[config.mk]
export PLATFORM = sky130hd
export DESIGN_NAME = dmem_arbiter
export DESIGN_NICKNAME = d
export VERILOG_FILES = /design/src/rtl/dmem_arb_pkg.sv /design/src/rtl/rr_arbiter2.sv /design/src/rtl/dmem_arbiter.sv
export SDC_FILE = /design/constraint.sdc
export NUM_CORES = 1
export LEC_CHECK = 0
export BUFFER_PORTS_ARGS = -buffer_cell sky130_fd_sc_hd__buf_2
export CORE_AREA = 2 2 231 233
export CTS_CLUSTER_SIZE = 8
export DETAILED_ROUTE_END_ITERATION = 7
export DIE_AREA = 0 0 233 235
export PLACE_DENSITY = 0.45
export SETUP_SLACK_MARGIN = 0.3
export SLEW_MARGIN = 20
export SYNTH_ARGS = -nofsm -noshare
export SYNTH_HDL_FRONTEND = slang
export SYNTH_SLANG_ARGS = --single-unit
[constraint.sdc]
create_clock -name clock -period 3.3 [get_ports clock]
set_input_delay 0.33 -clock clock [delete_from_list [all_inputs] [get_ports clock]]
set_output_delay 0.33 -clock clock [all_outputs]
set_load 0.02 [all_outputs]
[src/rtl/dmem_arb_pkg.sv]
// rtl/dmem_arb_pkg.sv - shared state type, port IDs and sizes for dmem_arbiter
package dmem_arb_pkg;

  typedef enum logic [1:0] {IDLE, ACCESS, RESP} state_e;

  localparam logic PORT_A = 1'b0;
  localparam logic PORT_B = 1'b1;

  localparam int MEM_BYTES_DEF = 64;
  localparam int DWORD_BYTES   = 8;

endpackage

[src/rtl/rr_arbiter2.sv]
// rtl/rr_arbiter2.sv - two-way round-robin grant with last_grant register
module rr_arbiter2
  import dmem_arb_pkg::*;
(
  input  logic clock_i,
  input  logic reset_i,
  input  logic en_i,
  input  logic a_valid_i,
  input  logic b_valid_i,
  output logic grant_valid_o,
  output logic grant_id_o
);

  logic last_grant_q, last_grant_d;

  always_comb begin
    grant_id_o = PORT_A;
    if (a_valid_i && b_valid_i) begin
      grant_id_o = (last_grant_q == PORT_A) ? PORT_B : PORT_A;
    end else if (b_valid_i) begin
      grant_id_o = PORT_B;
    end
  end

  assign grant_valid_o = en_i && (a_valid_i || b_valid_i);

  always_comb begin
    last_grant_d = last_grant_q;
    if (grant_valid_o) last_grant_d = grant_id_o;
  end

  // Reset to B so that port A wins the first tie.
  always_ff @(posedge clock_i) begin
    if (!reset_i) last_grant_q <= PORT_B;
    else          last_grant_q <= last_grant_d;
  end

endmodule

[src/rtl/dmem_arbiter.sv]
// rtl/dmem_arbiter.sv - two-port data-memory arbiter, 3-cycle access FSM
// Define DMEM_ARB_BOUNDS_CHECK_EN to reject accesses with addr > MEM_BYTES-8.
module dmem_arbiter
  import dmem_arb_pkg::*;
#(
  parameter int ADDR_W    = 64,
  parameter int DATA_W    = 64,
  parameter int MEM_BYTES = MEM_BYTES_DEF
) (
  input  logic              clock,
  input  logic              reset,
  input  logic              a_req_valid,
  output logic              a_req_ready,
  input  logic              a_req_we,
  input  logic [ADDR_W-1:0] a_req_addr,
  input  logic [DATA_W-1:0] a_req_wdata,
  output logic              a_rsp_valid,
  output logic [DATA_W-1:0] a_rsp_data,
  output logic              a_rsp_err,
  input  logic              b_req_valid,
  output logic              b_req_ready,
  input  logic              b_req_we,
  input  logic [ADDR_W-1:0] b_req_addr,
  input  logic [DATA_W-1:0] b_req_wdata,
  output logic              b_rsp_valid,
  output logic [DATA_W-1:0] b_rsp_data,
  output logic              b_rsp_err,
  output logic [ADDR_W-1:0] Memory_Address,
  output logic [DATA_W-1:0] Write_Data,
  output logic              MemWrite,
  output logic              MemRead,
  input  logic [DATA_W-1:0] Read_Data
);

`ifdef DMEM_ARB_BOUNDS_CHECK_EN
  localparam bit BOUNDS_EN = 1'b1;
`else
  localparam bit BOUNDS_EN = 1'b0;
`endif
  localparam logic [ADDR_W-1:0] LAST_OK_ADDR = ADDR_W'(MEM_BYTES - DWORD_BYTES);

  state_e            state_q, state_d;
  logic              port_q, port_d;
  logic              we_q, we_d;
  logic              oob_q, oob_d;
  logic [ADDR_W-1:0] addr_q, addr_d;
  logic [DATA_W-1:0] wdata_q, wdata_d;
  logic [DATA_W-1:0] a_rsp_data_q, a_rsp_data_d, b_rsp_data_q, b_rsp_data_d;
  logic              a_rsp_err_q, a_rsp_err_d, b_rsp_err_q, b_rsp_err_d;

  logic              grant_valid, grant_id;
  logic              sel_we;
  logic [ADDR_W-1:0] sel_addr;
  logic [DATA_W-1:0] sel_wdata;
  logic [DATA_W-1:0] acc_data;

  rr_arbiter2 u_rr (
    .clock_i       (clock),
    .reset_i       (reset),
    .en_i          (reset && (state_q == IDLE)),
    .a_valid_i     (a_req_valid),
    .b_valid_i     (b_req_valid),
    .grant_valid_o (grant_valid),
    .grant_id_o    (grant_id)
  );

  assign sel_we    = (grant_id == PORT_B) ? b_req_we    : a_req_we;
  assign sel_addr  = (grant_id == PORT_B) ? b_req_addr  : a_req_addr;
  assign sel_wdata = (grant_id == PORT_B) ? b_req_wdata : a_req_wdata;

  // Stores and rejected accesses report zero data.
  assign acc_data = (we_q || oob_q) ? '0 : Read_Data;

  always_comb begin
    state_d      = state_q;
    port_d       = port_q;
    we_d         = we_q;
    oob_d        = oob_q;
    addr_d       = addr_q;
    wdata_d      = wdata_q;
    a_rsp_data_d = a_rsp_data_q;
    a_rsp_err_d  = a_rsp_err_q;
    b_rsp_data_d = b_rsp_data_q;
    b_rsp_err_d  = b_rsp_err_q;
    unique case (state_q)
      IDLE: begin
        if (grant_valid) begin
          state_d = ACCESS;
          port_d  = grant_id;
          we_d    = sel_we;
          oob_d   = BOUNDS_EN && (sel_addr > LAST_OK_ADDR);
          addr_d  = sel_addr;
          wdata_d = sel_wdata;
        end
      end
      ACCESS: begin
        state_d = RESP;
        if (port_q == PORT_A) begin
          a_rsp_data_d = acc_data;
          a_rsp_err_d  = oob_q;
        end else begin
          b_rsp_data_d = acc_data;
          b_rsp_err_d  = oob_q;
        end
      end
      RESP:    state_d = IDLE;
      default: state_d = IDLE;
    endcase
  end

  always_ff @(posedge clock) begin
    if (!reset) begin
      state_q      <= IDLE;
      port_q       <= PORT_A;
      we_q         <= 1'b0;
      oob_q        <= 1'b0;
      addr_q       <= '0;
      wdata_q      <= '0;
      a_rsp_data_q <= '0;
      a_rsp_err_q  <= 1'b0;
      b_rsp_data_q <= '0;
      b_rsp_err_q  <= 1'b0;
    end else begin
      state_q      <= state_d;
      port_q       <= port_d;
      we_q         <= we_d;
      oob_q        <= oob_d;
      addr_q       <= addr_d;
      wdata_q      <= wdata_d;
      a_rsp_data_q <= a_rsp_data_d;
      a_rsp_err_q  <= a_rsp_err_d;
      b_rsp_data_q <= b_rsp_data_d;
      b_rsp_err_q  <= b_rsp_err_d;
    end
  end

  assign a_req_ready    = grant_valid && (grant_id == PORT_A);
  assign b_req_ready    = grant_valid && (grant_id == PORT_B);
  assign a_rsp_valid    = (state_q == RESP) && (port_q == PORT_A);
  assign b_rsp_valid    = (state_q == RESP) && (port_q == PORT_B);
  assign a_rsp_data     = a_rsp_data_q;
  assign a_rsp_err      = a_rsp_err_q;
  assign b_rsp_data     = b_rsp_data_q;
  assign b_rsp_err      = b_rsp_err_q;
  assign Memory_Address = addr_q;
  assign Write_Data     = wdata_q;
  assign MemWrite       = (state_q == ACCESS) &&  we_q && !oob_q;
  assign MemRead        = (state_q == ACCESS) && !we_q && !oob_q;

endmodule

==> summary.txt <==
Avg Cell Area, Syn = 7.76 sq um
RD Place Congestion = 0.807
Max Slew Vio Count = 0
post-synthesis xor/xnor area fraction = 0%
Total GRT Usage = 16.6%
DR WL/cell = 18.2 microns
drc violations = 0
Via density = 4.58
vias in the first global route = 11700
# IOs = 590
worst-path fanout max = 68
area of the mapped netlist = 10800 sq um
RSZ-0062 raised after global routing = false
largest family of logic cells by synthesized area = simple AND/OR/NAND/NOR gates
minimum clock period = 2560 ps
MaxCap Viol Count = 0
Critical Path Source Type = input pin
Fin Hold WS = 52.0 ps
Core Util, Final = 29.3%
simple-gate portion of the synthesized area = 22.8%
number of placement rows = 84
Synth Area in Adders = 0%
wirelength, routed = 47400 microns
# Post-CTS Setup Buffers = 0
Post-Synthesis Cells = 1389
CTS resizes = 0
part of the cycle the worst path needs = 77.7%
WP data required = 2970 ps
GR Overflow Total = 0
slowest stage delay, CP = 570 ps
setup TNS = 0 ps
Critical Path AT = 2230 ps
core area = 52200 sq um
Vias = 11900
Final Hold Vio Count = 0
skew final = 11.8 ps
leakage = 0.00684 uW
Power Density = 560 nW/um^2
CTS max path bufs = 3
Yosys cell types = 24
Final nets = 2226
Detail Route Antenna Nets = 0
CP max stage cell = dlygate4sd3_1
Area Overhead vs Synth = 42.0%
total die area = 54800 sq um
Compound-Gate Fraction of Synth Area = 22.8%
CTS Root Buffer Type = clkbuf_16
critical path cell sequence = dlygate4sd3_1 > buf_2 > nor3b_4 > buf_12 > nand3_1 > inv_1 > buf_2
CTS tree = done
TritonRoute pass-1 iters = 5
Clk pin slew, worst setup/hold paths = 50 ps
largest net degree at the start of global routing = 131
multiplexer share of the synthesized area = 0%
H-tree lvl count = 2
total placed cells including tap cells = 2547
Iter 0 DRT Violations = 539
Top cell by count, worst path = buf_2
first-pass GRT wire length = 71100 microns
die span in x = 233 microns
CTS Buf Count = 38
status = finished clean
synth warn = 0
worst hold path type = input pin to flop
Finished Layout Cells = 2596
commonest non-fill, non-tap cells in the layout = buf_2 (587), nand2_1 (515), dfxtp_1 (260)
share of layout cells above drive strength 1 = 34.7%
Slew @ Worst Pin = 816 ps
Setup violations, final = 0
worst rel slew slack = 45.6%
sequential area share after synthesis = 48.5%
most common cell after layout, fill and taps aside = buf_2
count of state elements after synthesis = 261
Port Buffers = 587
Fmax = 0.390 GHz
DPL Wire Length = 32500 microns
initial antenna violation count = 9
Die Y = 235 microns
CP Class = input pin to output port
worst vdd ir = 0.255 mV
initial core utilization = 20.6%
CTS Sinks = 261
clk_lat worst skew = 540 ps
crit path capture type = output port
power by group:
part	internal (uW)	switching, uW	total [uW]
clock	2110	1420	3530
sequential	3370	126	3490
combinational	556	999	1550
routing by layer:
metal | up-vias | wire, microns | track usage [%]
li1 | 5754 | - | -
met1 | 5612 | 19400 | 19.9
met2 | 451 | 22600 | 27.8
met3 | 69 | 4290 | 5.47
met4 | 4 | 1030 | 5.19
met5 | - | 22 | 0
critical path, delay by kind of cell:
| kind | cells | cell delay (ps) |
|---|---|---|
| AND/OR/NAND/NOR | 2 | 510 |
| buffers and inverters | 5 | 1390 |
cells in the mapped netlist:
master | n | share of area (%)
nor3b_1 | 4 | 0.28
o21ai_0 | 2 | 0.093
a21bo_2 | 1 | 0.093
dfxtp_1 | 261 | 48
or3b_2 | 1 | 0.081
and3b_1 | 3 | 0.24
nor2_1 | 2 | 0.070
nand2_1 | 515 | 18
inv_2 | 2 | 0.070
buf_2 | 74 | 3.4
clkbuf_1 | 58 | 2.0
nor3b_4 | 1 | 0.17
a21boi_2 | 1 | 0.10
nand3b_1 | 1 | 0.070
inv_1 | 1 | 0.035
or2_0 | 1 | 0.058
nand3_1 | 2 | 0.093
buf_1 | 2 | 0.070
a311oi_1 | 129 | 10
buf_4 | 4 | 0.28
conb_1 | 1 | 0.035
nor2b_1 | 64 | 3.7
or3b_1 | 1 | 0.081
a21oi_1 | 258 | 12
through the flow:
step                      power [uW]  cell area (sq um)  setup slack (ps)
final                           8570              15300               737
after detailed placement        5130              14200              1150
after CTS                       8740              15300               701
after floorplan                 4460              10800              1790
after global routing            9000              15300               569
after global placement          5110              14200              1170
repair_timing:
action	CTS	global route
endpoints found under the hold margin	1	0
endpoints found under the setup margin	0	0
hold buffers	1	0
worst paths after layout:
check        slack, ps                  to  cells after the start      startpoint
max                740         b_req_ready                      7           reset
min reg2reg        450      b_rsp_data[61]                      2  b_rsp_data[61]
min                 50  Memory_Address[58]                      3  a_req_addr[58]
max reg2reg       1300      Write_Data[36]                      4      state_q[1]
state kept, by name, summed over array words and instances (netlist names):
name	flops
Memory_Address	64
Write_Data	64
a_rsp_data	64
b_rsp_data	64
state_q	2
port_q	1
u_rr.last_grant_q	1
we_q	1
layout make-up:
cell class,count,area (sq um)
Antenna cell,5,12.5
Clock buffer,41,993
Clock inverter,2,32.5
Fill cell,5825,36900
Inverter,3,21.3
Multi-Input combinational cell,988,4940
Sequential cell,261,5230
Tap cell,688,861
Timing Repair Buffer,608,3210
cells by family after synthesis:
family	after synthesis
buffers and inverters	141
AND/OR/NAND/NOR	595
AO/OA/AOI/OAI	391
other	1
flip-flops	261
Note: power is estimated with default switching activity, not from simulation.
